[src/rtl/cpu_bus.sv]
// Z80 bus-cycle decoder: classifies each core bus cycle once on cep and emits
// single-clock strobes with latched address/data, plus a fixed-length NMI generator.
module cpu_bus #(
  parameter int unsigned NMI_LEN = 16
) (
  input  logic        clock,
  input  logic        reset,
  input  logic        cep,
  input  logic        mreq,
  input  logic        iorq,
  input  logic        rd,
  input  logic        wr,
  input  logic        m1,
  input  logic        rfsh,
  input  logic [15:0] a,
  input  logic [7:0]  q,
  input  logic        nmi_btn,
  output logic        mem_rd,
  output logic        opfetch,
  output logic        mem_wr,
  output logic        io_rd,
  output logic        io_wr,
  output logic        inta,
  output logic        refresh,
  output logic [15:0] cyc_addr,
  output logic [7:0]  cyc_data,
  output logic        busy,
  output logic        nmi
);

  typedef enum logic {IDLE, ACTIVE} state_t;

  state_t     state;
  logic       sync1, sync2, sync3;
  logic       nmi_edge;
  logic [7:0] nmi_cnt;

  assign busy     = (state == ACTIVE);
  assign nmi_edge = sync2 & ~sync3;

  // NOTE: sequential state is assigned with <= only, so every flop samples pre-edge values.
  always_ff @(posedge clock or negedge reset) begin
    if (!reset) begin
      state    <= IDLE;
      mem_rd   <= 1'b0;
      opfetch  <= 1'b0;
      mem_wr   <= 1'b0;
      io_rd    <= 1'b0;
      io_wr    <= 1'b0;
      inta     <= 1'b0;
      refresh  <= 1'b0;
      cyc_addr <= 16'h0000;
      cyc_data <= 8'h00;
    end else begin
      // Pulses default low every clock so each one lasts exactly one cycle.
      mem_rd  <= 1'b0;
      opfetch <= 1'b0;
      mem_wr  <= 1'b0;
      io_rd   <= 1'b0;
      io_wr   <= 1'b0;
      inta    <= 1'b0;
      refresh <= 1'b0;
      if (cep) begin
        unique case (state)
          IDLE: begin
            if (!iorq && !m1) begin
              inta     <= 1'b1;
              cyc_addr <= a;
              state    <= ACTIVE;
            end else if (!mreq && !rfsh) begin
              refresh  <= 1'b1;
              cyc_addr <= a;
              state    <= ACTIVE;
            end else if (!mreq && !rd) begin
              mem_rd   <= 1'b1;
              opfetch  <= ~m1;
              cyc_addr <= a;
              state    <= ACTIVE;
            end else if (!mreq && !wr) begin
              mem_wr   <= 1'b1;
              cyc_addr <= a;
              cyc_data <= q;
              state    <= ACTIVE;
            end else if (!iorq && !rd) begin
              io_rd    <= 1'b1;
              cyc_addr <= a;
              state    <= ACTIVE;
            end else if (!iorq && !wr) begin
              io_wr    <= 1'b1;
              cyc_addr <= a;
              cyc_data <= q;
              state    <= ACTIVE;
            end
          end
          ACTIVE: begin
            // One idle sample with both requests high re-arms classification.
            if (mreq && iorq) state <= IDLE;
          end
          default: state <= IDLE;
        endcase
      end
    end
  end

  // NMI: two-flop synchronizer, rising-edge detect, non-retriggerable counter.
  always_ff @(posedge clock or negedge reset) begin
    if (!reset) begin
      sync1   <= 1'b0;
      sync2   <= 1'b0;
      sync3   <= 1'b0;
      nmi_cnt <= 8'd0;
      nmi     <= 1'b1;
    end else begin
      sync1 <= nmi_btn;
      sync2 <= sync1;
      sync3 <= sync2;
      if (nmi_edge && nmi_cnt == 8'd0) begin
        nmi_cnt <= 8'(NMI_LEN);
        nmi     <= 1'b0;
      end else if (cep && nmi_cnt != 8'd0) begin
        nmi_cnt <= nmi_cnt - 8'd1;
        if (nmi_cnt == 8'd1) nmi <= 1'b1;
      end
    end
  end

endmodule

[config.mk]
export PLATFORM = sky130hd
export DESIGN_NAME = cpu_bus
export DESIGN_NICKNAME = d
export VERILOG_FILES = /design/src/rtl/cpu_bus.sv
export SDC_FILE = /design/constraint.sdc
export NUM_CORES = 1
export LEC_CHECK = 0
export CAP_MARGIN = 30
export CORE_MARGIN = 2
export CORE_UTILIZATION = 44
export CTS_CLUSTER_SIZE = 40
export DETAILED_ROUTE_END_ITERATION = 10
export PLACE_DENSITY = 0.8
export SETUP_SLACK_MARGIN = 0.1
export SKIP_CTS_REPAIR_TIMING = 1
export SYNTH_ARGS = -nofsm -noshare
export SYNTH_HDL_FRONTEND = slang
export SYNTH_SLANG_ARGS = --single-unit
export TNS_END_PERCENT = 5
[constraint.sdc]
create_clock -name clock -period 2.6 [get_ports clock]
set_input_delay 0.52 -clock clock [delete_from_list [all_inputs] [get_ports clock]]
set_output_delay 0.52 -clock clock [all_outputs]
set_load 0.005 [all_outputs]
# Word-level counts from Yosys, hierarchy flattened

Index checks and enable logic that the tools add are counted.
Widths: inputs -> output; s select.

Reductions and logical operators: 24
Equality and inequality tests: 2
Mux-type cells: 59
Add/sub/neg operators: 1
Bitwise logic cells: 7

Operators with widths:

| operator            | count |
|---|---|
| $mux 16             | 6 |
| $mux 1              | 47 |
| $mux 8              | 5 |
| $logic_and 1x1->1   | 9 |
| $eq 8x1->1 const B  | 1 |
| $logic_not 8->1     | 1 |
| $reduce_bool 8->1   | 1 |
| $sub 8x1->8 const B | 1 |
| $reduce_and 7->1    | 1 |
| $logic_not 1->1     | 6 |
| $not 1->1           | 6 |
| $reduce_bool 2->1   | 3 |
| $reduce_bool 6->1   | 1 |
| $reduce_and 3->1    | 1 |
| $ne 2x2->1 const B  | 1 |
| $pmux 1 s2          | 1 |
| $reduce_and 2->1    | 1 |
| $and 1x1->1         | 1 |

Logic and storage cells: 108
Register bits after elaboration: 44

# Depth between registers and ports, before layout

Gate-level depths: netlist of the first run.

Word-level depth: 10
Depth in mapped cells: 5

# Least setup slack after synthesis of the first run

OpenSTA, ideal clock, no wires.

Kind: reg2reg
From: register nmi_cnt[0]
To: register nmi_cnt[1]
Slack: 0.707 ns
Stages on the path, launching flop included: 6
Required time: 2.480 ns
Clock period less this slack: 1.893 ns
Arrival: 1.773 ns
Cells stage by stage: dfrtp_1 -> inv_1 -> ha_1 -> or4b_4 -> or4_4 -> a31o_1

Cells in the longest elaborated chain, start to end: 3
Elaborated cells on any way between the ends: 8

Ends and longest elaborated chain:

| item                                        | RTL line | RTL |
|---|---|---|
| from (decl)                                 | 36       | `logic [7:0] nmi_cnt;` |
| from (signal assigned)                      | 118      | `nmi_cnt <= 8'(NMI_LEN);` |
| from (signal assigned)                      | 121      | `nmi_cnt <= nmi_cnt - 8'd1;` |
| $sub 8x1->8 (tied with other cells)         | 121      |  |
| $mux 8 (tied with other cells)              | 120      | `end else if (cep && nmi_cnt != 8'd0) begin` |
| $mux 8 or $reduce_bool 2->1 (tied branches) | --       |  |

Parallel ways exist; a longest one is shown, timed or not. The select of a mux whose other input is x is not followed.
A chain may end at the register's enable or synchronous reset.

# Final worst setup path of the first run

From: input rd
To: register cyc_addr[12]

Cells in the longest elaborated chain, start to end: 7
Elaborated cells on any way between the ends: 10

Ends and longest elaborated chain:

| item                 | RTL line | RTL |
|---|---|---|
| from (decl)          | 11       | `input logic rd,` |
| $logic_not 1->1 *    | 74, 84   |  |
| $logic_and 1x1->1    | 84       | `end else if (!iorq && !rd) begin` |
| $mux 16              | 84       |  |
| $mux 16              | 79       | `end else if (!mreq && !wr) begin` |
| $mux 16              | 74       | `end else if (!mreq && !rd) begin` |
| $mux 16              | 70       | `end else if (!mreq && !rfsh) begin` |
| $mux 16              | 66       | `if (!iorq && !m1) begin` |
| to (signal assigned) | 68       | `cyc_addr <= a;` |
| to (signal assigned) | 72       | `cyc_addr <= a;` |
| to (signal assigned) | 81       | `cyc_addr <= a;` |
| to (decl)            | 25       | `output logic [15:0] cyc_addr,` |

Every way passes the cells marked *; elsewhere a longest branch is shown, timed or not.

==> results of run 1 <==
## per-layer routing
metal  wire length (um)  vias up  share of wire [%]  global-route usage [%]
met2               1904       51                 50                   28.85
li1                   -      624                  -                       -
met5                  0        -                  0                       0
met4                 46        0                1.2                   7.250
met3                289        6                7.5                   6.818
met1               1603      671                 42                   21.00
## area by class of cell
class                           count  area (um2)  area share, %
Sequential cell                    44        1102          41.28
Timing Repair Buffer               69       678.2          25.40
Clock inverter                      3       46.29          1.734
Tap cell                           50       62.56          2.343
Multi-Input combinational cell     83       700.7          26.24
Clock buffer                        5       68.82          2.577
Inverter                            3       11.26         0.4217
## logic make-up (layout without fill, tap and decap cells)
family | count (synthesis) | after routing | share of synthesized area (%)
flops | 44 | 44 | 60.05
simple gates | 37 | 37 | 12.13
buf+inv | 6 | 80 | 1.772
fa+ha+maj | 3 | 3 | 2.045
mux | 25 | 25 | 15.34
compound gates | 14 | 14 | 6.750
xor+xnor | 4 | 4 | 1.909
## through the flow
step | cell area (um2) | instances | utilization (%)
2_1_floorplan | 1836 | 133 | -
3_3_place_gp | 2555 | 249 | 63.87
3_5_place_dp | 2555 | 249 | 63.87
4_1_cts | 2670 | 257 | 66.75
5_1_grt | 2670 | 257 | 66.75
6_report | 2670 | 257 | 66.75
## worst max path at each step
| stage | slack, ns | cells past startpoint | endpoint | from |
|---|---|---|---|---|
| CTS | 0.42 | 4 | cyc_addr[12]$_DFFE_PN0P_ | rd |
| finish | 0.42 | 4 | cyc_addr[12]$_DFFE_PN0P_ | rd |
| detailed placement | 0.1 | 4 | cyc_addr[12]$_DFFE_PN0P_ | rd |
| floorplan | 0.71 | 5 | nmi_cnt[1]$_DFFE_PN0P_ | nmi_cnt[0]$_DFFE_PN0P_ |
| global placement | 0.18 | 4 | cyc_addr[14]$_DFFE_PN0P_ | rd |
| global route | 0.32 | 4 | cyc_addr[12]$_DFFE_PN0P_ | rd |
## placed cells by master (no fill, tap or decap), drive strengths merged, types with 2 or more instances in the layout
cell type,n
clkdlybuf4s50,65
dfrtp,43
mux2,25
nor2,8
nand2b,5
clkbuf,5
nor3,4
inv,4
buf,4
and3,3
ha,3
or2,2
nand2,2
nor4,2
nand3,2
nand4,2
nor4b,2
xor2,2
xnor2,2
o21ai,2
a21oi,2
or4b,2
## report_power, final
part	internal, mW	switching, mW	total (mW)	leakage [nW]
combinational	0.458	0.265	0.723	0.528
clock	0.289	0.240	0.530	0.0548
sequential	0.881	0.157	1.04	0.543
total	1.63	0.663	2.29	1.13
==> flow_metrics.tcl, run 1 <==
set metrics [dict create \
    r2r-start "nmi_cnt[0]$_DFFE_PN0P_" \
    path_buf_inv 1 \
    fp.dieArea_um2 4705 \
    powerDensity_nw_per_um2 858.1 \
    cts_max_path_buffers 2 \
    fin_skew_ns 0.004824 \
    antennaDiodeCount 0 \
    drc_errors 0 \
    avgSynthCellArea_um2 13.80 \
    initial_utilization_pct 45.89 \
    hold_viol 0 \
    setup_viol 0 \
    grt_max_degree 45 \
    ios 67 \
    top_register "cyc_addr" \
    power_mw 2.291 \
    synth_area_leaders "dfrtp_1, mux2_2, mux2_1" \
    outcome "complete, no violations" \
    p_leak_nw 1.126 \
    synth_most_common_cell "dfrtp_1" \
    cp-end-kind "register" \
    largest_reg_flops 16 \
    path_cells "clkdlybuf4s50_1, and3_1, o32a_1, mux2_2" \
    synth-warning-count 0 \
    setup_tns_ns 0 \
    crit_slowest_cell "o32a_1" \
    syn-instance-count 133 \
    cts.sinks 44 \
    drt-initial-drc-count 60 \
    htree_levels 2 \
    setup.worst_path.start_class "input port" \
    antenna_found_initial 0 \
    cap_viol_max_count 0 \
    drive_gt1_share_pct 16.43 \
    hold_ws_ns 0.3641 \
    cts_buffers 5 \
    pre_cts_ws_ns 0.09617 \
    portBuffers 66 \
    async_reset_ff_share_pct 100.0 \
    synth_nets 170 \
    vias_per_cell 5.261 \
    r2r-end "nmi_cnt[1]$_DFFE_PN0P_" \
    rrSetupSlack_ns 0.53 \
    synth_top_area_share_pct 58.62 \
    vdd_drop_max_v 0.0006275 \
    synth_cell_types 37 \
    die_y_um 68.59 \
    gp_congestion 0.7965 \
    wl_per_cell_um 14.95 \
    seq_area_frac_synth_pct 60.05 \
    synth_commonest_cells "dfrtp_1, mux2_2, mux2_1, nor2_1, nand2b_1" \
    hp-class "input port to asynchronous set/reset pin" \
    slowest_delay_ns 0.65 \
    clockRootBuffer "clkbuf_8" \
    fin_crit_sh_pct 83.99 \
    nets 243 \
    dieWidth_um 68.59 \
    synth_ff_type "dfrtp_1" \
    required_ns 2.79 \
    ys_ff_latch 44 \
    max_slew_margin_pct 37.43 \
    grt_pass1_vias 1404 \
    fp.coreArea_um2 4000 \
    gr-total-overflow 0 \
    crit_type "input port to register" \
    synth_area_um2 1836 \
    drv_slew 0 \
    worstPathArrival_ns 2.37 \
    reg_top3 "cyc_addr (16), cyc_data (8), nmi_cnt (8)" \
    clock_latency_ns 0.30 \
    hpwl_um 2870 \
    cpLargestDelayFamily "compound AO/OA/AOI/OAI gates" \
    min_period_ns 2.184 \
    cts_tree "yes" \
    grt_pass1_wl_um 6154 \
    rsz0062_at_grt "false" \
    finalWorstSetupSlack_ns 0.4162 \
    fillCellCount 275 \
    rows 23 \
    clk_pin_slew_ns 0.09 \
    routed_wl_um 3843 \
    worstMarginPinSlew_ns 0.9385 \
    vias 1352 \
    areaGrowthSynthToFinish_pct 45.47 \
    r2r_cells 5 \
    fmax_mhz 457.9 \
    grt_usage_pct 17.73 \
    worstPathMaxFanout 16 \
    yosys.area.top_type "dfrtp_1" \
    drtPass1Iterations 4 \
    drtAntennaViolNets 0 \
    synth-edff-count 0 \
]
No activity file was read; power rests on OpenSTA's default activity.
==> inputs of run 2 (changes only) <==
==> constraint.sdc (replaced) <==
create_clock -name clock -period 2.3 [get_ports clock]
set_input_delay 0.46 -clock clock [delete_from_list [all_inputs] [get_ports clock]]
set_output_delay 0.46 -clock clock [all_outputs]
set_load 0.005 [all_outputs]
==> run 2 against run 1 <==
Effect of this change:
- die area did not move
- global-route usage is 0.67 points higher
- power rose by 8.0%
- sequential power increased by 12%
- critical path type is now register to register
- largest power group unchanged
- clock skew down 0.0024 ns
- sequential cell count is the same
==> flow_metrics.tcl, run 2 (same netlist as run 1, synthesis figures left out) <==
set metrics [dict create \
    r2r_cells 5 \
    dp_cells 253 \
    p_sw_share_pct 28.67 \
    drc_errors 0 \
    grt_max_degree 17 \
    p_int_mw 1.765 \
    clk_pin_slew_ns 0.08 \
    regArea_um2 1102 \
    initial_utilization_pct 45.89 \
    portBuffers 66 \
    cp-end-kind "register" \
    finalWorstSetupSlack_ns 0.2335 \
    worstMarginPinSlew_ns 0.7199 \
    p_leak_nw 1.142 \
    crit_slowest_cell "or4b_4" \
    mostFrequentLayoutCell "clkdlybuf4s50_1" \
    fin_crit_sh_pct 89.85 \
    min_period_ns 2.066 \
    fp.coreArea_um2 4000 \
    outcome "complete, no violations" \
    drv_slew 0 \
    cts_max_path_buffers 2 \
    layout_common_cells "clkdlybuf4s50_1, dfrtp_1, mux2_2" \
    htree_levels 2 \
    path_buf_inv 1 \
    die_y_um 68.59 \
    reg_top3 "cyc_addr (16), cyc_data (8), nmi_cnt (8)" \
    rows 23 \
    antennaDiodeCount 0 \
    clock_latency_ns 0.29 \
    fp.dieArea_um2 4705 \
    hold_ws_ns 0.05483 \
    grt_usage_pct 18.39 \
    vdd_drop_max_v 0.0005868 \
    rsz0062_at_grt "false" \
    slowest_delay_ns 0.49 \
    rrSetupSlack_ns 0.23 \
    grt_pass1_wl_um 6306 \
    routed_wl_um 3868 \
    final_cells 261 \
    drtAntennaViolNets 0 \
    powerDensity_nw_per_um2 920.6 \
    setup.worst_path.start_class "register" \
    pre_cts_ws_ns 0.08892 \
    clockRootBuffer "clkbuf_8" \
    grt_pass1_vias 1409 \
    fillCellCount 302 \
    ios 67 \
    p_comb_share_pct 33.4 \
    hp-class "input port to asynchronous set/reset pin" \
    gr-total-overflow 0 \
    pwr-share-seq_pct 46.9 \
    switching_power_mw 0.7093 \
    fin_skew_ns 0.002389 \
    drive_gt1_share_pct 17.06 \
    setup_tns_ns 0 \
    drtPass1Iterations 4 \
    vias_per_cell 5.172 \
    gp_congestion 0.7915 \
    cap_viol_max_count 0 \
    r2r-end "nmi_cnt[1]$_DFFE_PN0P_" \
    antenna_found_initial 0 \
    areaGrowthSynthToFinish_pct 46.42 \
    multiInputGateArea_um2 700.7 \
    worstPathArrival_ns 2.25 \
    r2r-start "nmi_cnt[0]$_DFFE_PN0P_" \
    cpLargestDelayFamily "simple AND/OR/NAND/NOR gates" \
    cts_tree "yes" \
    top_register "cyc_addr" \
    path_cells "inv_1, ha_1, or4b_4, or4_4, a31o_1" \
    cts_buffers 5 \
    largest_reg_flops 16 \
    crit_type "register to register" \
    setup_viol 0 \
    cts.sinks 44 \
    hpwl_um 3051 \
    fmax_mhz 483.9 \
    required_ns 2.48 \
    vias 1350 \
    worstPathMaxFanout 6 \
    dieWidth_um 68.59 \
    max_slew_margin_pct 51.63 \
    nets 247 \
    hold_viol 0 \
    drt-initial-drc-count 57 \
    clockPowerShare_pct 19.7 \
    wl_per_cell_um 14.82 \
]
-- run 2: cell types whose count changed in the layout (fill, tap and decap cells not counted) --
cell	delta
buf_12	+1
buf_4	+3
bufinv_16	-1
clkbuf_1	+2
clkbuf_8	+1
clkinvlp_4	-1
inv_6	-1
-- run 2: worst max path at each step --
stage | end | cells after the start | slack (ns) | start
2_1_floorplan | nmi_cnt[1]$_DFFE_PN0P_ | 5 | 0.41 | nmi_cnt[0]$_DFFE_PN0P_
3_3_place_gp | cyc_addr[15]$_DFFE_PN0P_ | 5 | 0.16 | iorq
3_5_place_dp | cyc_addr[15]$_DFFE_PN0P_ | 5 | 0.09 | iorq
4_1_cts | nmi_cnt[1]$_DFFE_PN0P_ | 5 | 0.23 | nmi_cnt[0]$_DFFE_PN0P_
5_1_grt | nmi_cnt[1]$_DFFE_PN0P_ | 5 | 0.16 | nmi_cnt[0]$_DFFE_PN0P_
6_report | nmi_cnt[1]$_DFFE_PN0P_ | 5 | 0.23 | nmi_cnt[0]$_DFFE_PN0P_
-- run 2: per-stage QoR --
| stage | cell area (um2) | power (mW) | utilization, % |
|---|---|---|---|
| after floorplan | 1836 | 1.513 | - |
| after global placement | 2597 | 1.959 | 64.94 |
| after detailed placement | 2597 | 2.004 | 64.94 |
| after CTS | 2688 | 2.505 | 67.19 |
| after global routing | 2688 | 2.639 | 67.19 |
| final | 2688 | 2.474 | 67.19 |
-- run 2: final cells by class --
class	count	share of cell area, %
Sequential cell	44	41.01
Timing Repair Buffer	73	26.82
Multi-Input combinational cell	83	26.07
Clock buffer	8	3.352
Tap cell	50	2.328
Inverter	3	0.4190
-- run 2: per-layer routing --
layer | vias up | track usage [%] | share of wire [%]
met3 | 6 | 8.604 | 7.6
li1 | 635 | - | -
met4 | 0 | 6.500 | 1.3
met2 | 42 | 29.45 | 50
met5 | - | 0 | 0
met1 | 667 | 21.63 | 41
-- run 2: power groups by stage --
stage	Clock, mW	Sequential [mW]	Combinational, mW
6_report	0.487	1.16	0.825
5_1_grt	0.539	1.20	0.904
4_1_cts	0.509	1.16	0.833
3_5_place_dp	0	1.18	0.826
3_3_place_gp	0	1.16	0.795
2_1_floorplan	0	1.16	0.351
==> inputs of run 3 (changes only) <==
--- a/config.mk
+++ b/config.mk
@@ -10,7 +10,8 @@
 export CORE_UTILIZATION = 44
 export CTS_CLUSTER_SIZE = 40
 export DETAILED_ROUTE_END_ITERATION = 10
-export PLACE_DENSITY = 0.8
+export GPL_TIMING_DRIVEN = 0
+export PLACE_DENSITY = 0.9
 export SETUP_SLACK_MARGIN = 0.1
 export SKIP_CTS_REPAIR_TIMING = 1
 export SYNTH_ARGS = -nofsm -noshare
==> run 3 against run 2 <==
Effect of this change:
- final cell count is 1.1% lower
- register-to-register slack hardly changed
- highest routed layer unchanged
- clock power is 4% higher
- largest power group unchanged
- clock-buffer cell count is 2 lower
- critical path type is now input port to register
- via count is 1.1% lower
- die area stayed put
- global-route usage is 1.6 points higher
- clock skew is 0.0047 ns higher
==> flow_metrics.tcl, run 3 (same netlist as run 1, synthesis figures left out) <==
set metrics [dict create \
    clk_pin_slew_ns 0.08 \
    dieWidth_um 68.59 \
    slowest_delay_ns 0.63 \
    cts_buffers 5 \
    fp.dieArea_um2 4705 \
    required_ns 2.48 \
    drt-initial-drc-count 36 \
    gr-total-overflow 0 \
    setup_viol 0 \
    rsz0062_at_grt "false" \
    mostFrequentLayoutCell "clkdlybuf4s50_1" \
    crit_type "input port to register" \
    reg_top3 "cyc_addr (16), cyc_data (8), nmi_cnt (8)" \
    drive_gt1_share_pct 17.31 \
    worstPathArrival_ns 2.30 \
    drtPass1Iterations 4 \
    rows 23 \
    vdd_drop_max_v 0.0004899 \
    antenna_found_initial 0 \
    cts.sinks 44 \
    p_leak_nw 1.130 \
    crit_slowest_cell "a2111oi_4" \
    hp-class "input port to asynchronous set/reset pin" \
    grt_usage_pct 19.95 \
    dp_cells 250 \
    nets 244 \
    final_cells 258 \
    grt_max_degree 32 \
    die_y_um 68.59 \
    hold_ws_ns 0.05266 \
    hold_viol 0 \
    grt_pass1_wl_um 6775 \
    cts_max_path_buffers 2 \
    worstPathMaxFanout 8 \
    initial_utilization_pct 45.89 \
    cp-end-kind "register" \
    largest_reg_flops 16 \
    layout_common_cells "clkdlybuf4s50_1, dfrtp_1, mux2_2" \
    vias_per_cell 5.174 \
    grt_pass1_vias 1441 \
    postPlaceCellArea_um2 2574 \
    top_register "cyc_addr" \
    fin_crit_sh_pct 92.11 \
    outcome "complete, no violations" \
    fin_area_um2 2673 \
    powerDensity_nw_per_um2 935.2 \
    worstMarginPinSlew_ns 0.6552 \
    areaGrowthSynthToFinish_pct 45.60 \
    fin_skew_ns 0.007136 \
    drtAntennaViolNets 0 \
    min_period_ns 2.119 \
    max_slew_margin_pct 55.99 \
    vias 1335 \
    setup.worst_path.start_class "input port" \
    setup_tns_ns 0 \
    ios 67 \
    fmax_mhz 472.0 \
    gp_congestion 0.8154 \
    cts_tree "yes" \
    hpwl_um 3067 \
    wl_per_cell_um 16.00 \
    clockRootBuffer "clkbuf_8" \
    clock_latency_ns 0.30 \
    portBuffers 66 \
    fillCellCount 284 \
    fp.coreArea_um2 4000 \
    routed_wl_um 4129 \
    drv_slew 0 \
    htree_levels 2 \
    cap_viol_max_count 0 \
    antennaDiodeCount 0 \
    drc_errors 0 \
    path_cells "clkdlybuf4s50_1, nand2b_1, a2111oi_4, mux2_2" \
]
run 3: cell count changes in the layout (fill, tap and decap cells not counted), sizes merged:
| cell | before | now |
|---|---|---|
| buf | 8 | 5 |
| clkinv | 0 | 2 |
| clkbuf | 8 | 6 |
run 3: stage by stage:
step / util (%) / power [mW] / setup slack (ns)
floorplan: - / 1.513 / 0.4075
global placement: 63.97 / 1.948 / -0.3413
detailed placement: 64.34 / 2.000 / -0.1138
CTS: 66.66 / 2.504 / 0.1830
global route: 66.81 / 2.650 / 0.1176
finish: 66.81 / 2.500 / 0.1815
run 3: critical path, delay by kind of cell:
kind,cells,cell delay [ns]
AOI/OAI and AO/OA,1,0.63
buffers and inverters,1,0.52
muxes,1,0.41
and+or+nand+nor,1,0.28
run 3: area by class of cell:
type	instances	area, um2	share of cell area, %
Clock buffer	6	82.58	3.090
Clock inverter	2	10.01	0.3745
Inverter	3	11.26	0.4213
Buffer	3	21.27	0.7959
Tap cell	50	62.56	2.341
Timing Repair Buffer	67	675.6	25.28
Multi-Input combinational cell	83	706.9	26.45
Sequential cell	44	1102	41.25
run 3: final timing paths:
path,startpoint,to,slack [ns],cells after the start
worst max-delay path,mreq,cyc_data[5]$_DFFE_PN0P_,0.18,4
worst min-delay path,reset,cyc_data[7]$_DFFE_PN0P_,0.05,1
worst max register to register,nmi_cnt[0]$_DFFE_PN0P_,nmi_cnt[1]$_DFFE_PN0P_,0.23,5
worst min register to register,sync1$_DFF_PN0_,sync2$_DFF_PN0_,0.36,0
max in group asynchronous,reset,sync2$_DFF_PN0_,1.77,2
min in group clock,sync1$_DFF_PN0_,sync2$_DFF_PN0_,0.36,0
run 3: metal layers:
metal	vias up	wire length (um)	part of all wire, %	track usage [%]
met5	-	0	0	0
met4	0	91	2.2	9.000
met3	8	293	7.1	7.630
met2	47	2125	51	33.05
met1	651	1618	39	22.79
li1	629	-	-	-
run 3: power by group:
group          switching (mW)  total (mW)  internal, mW
logic                   0.303       0.824         0.520
registers               0.175        1.17         0.996
clock network           0.265       0.505         0.240
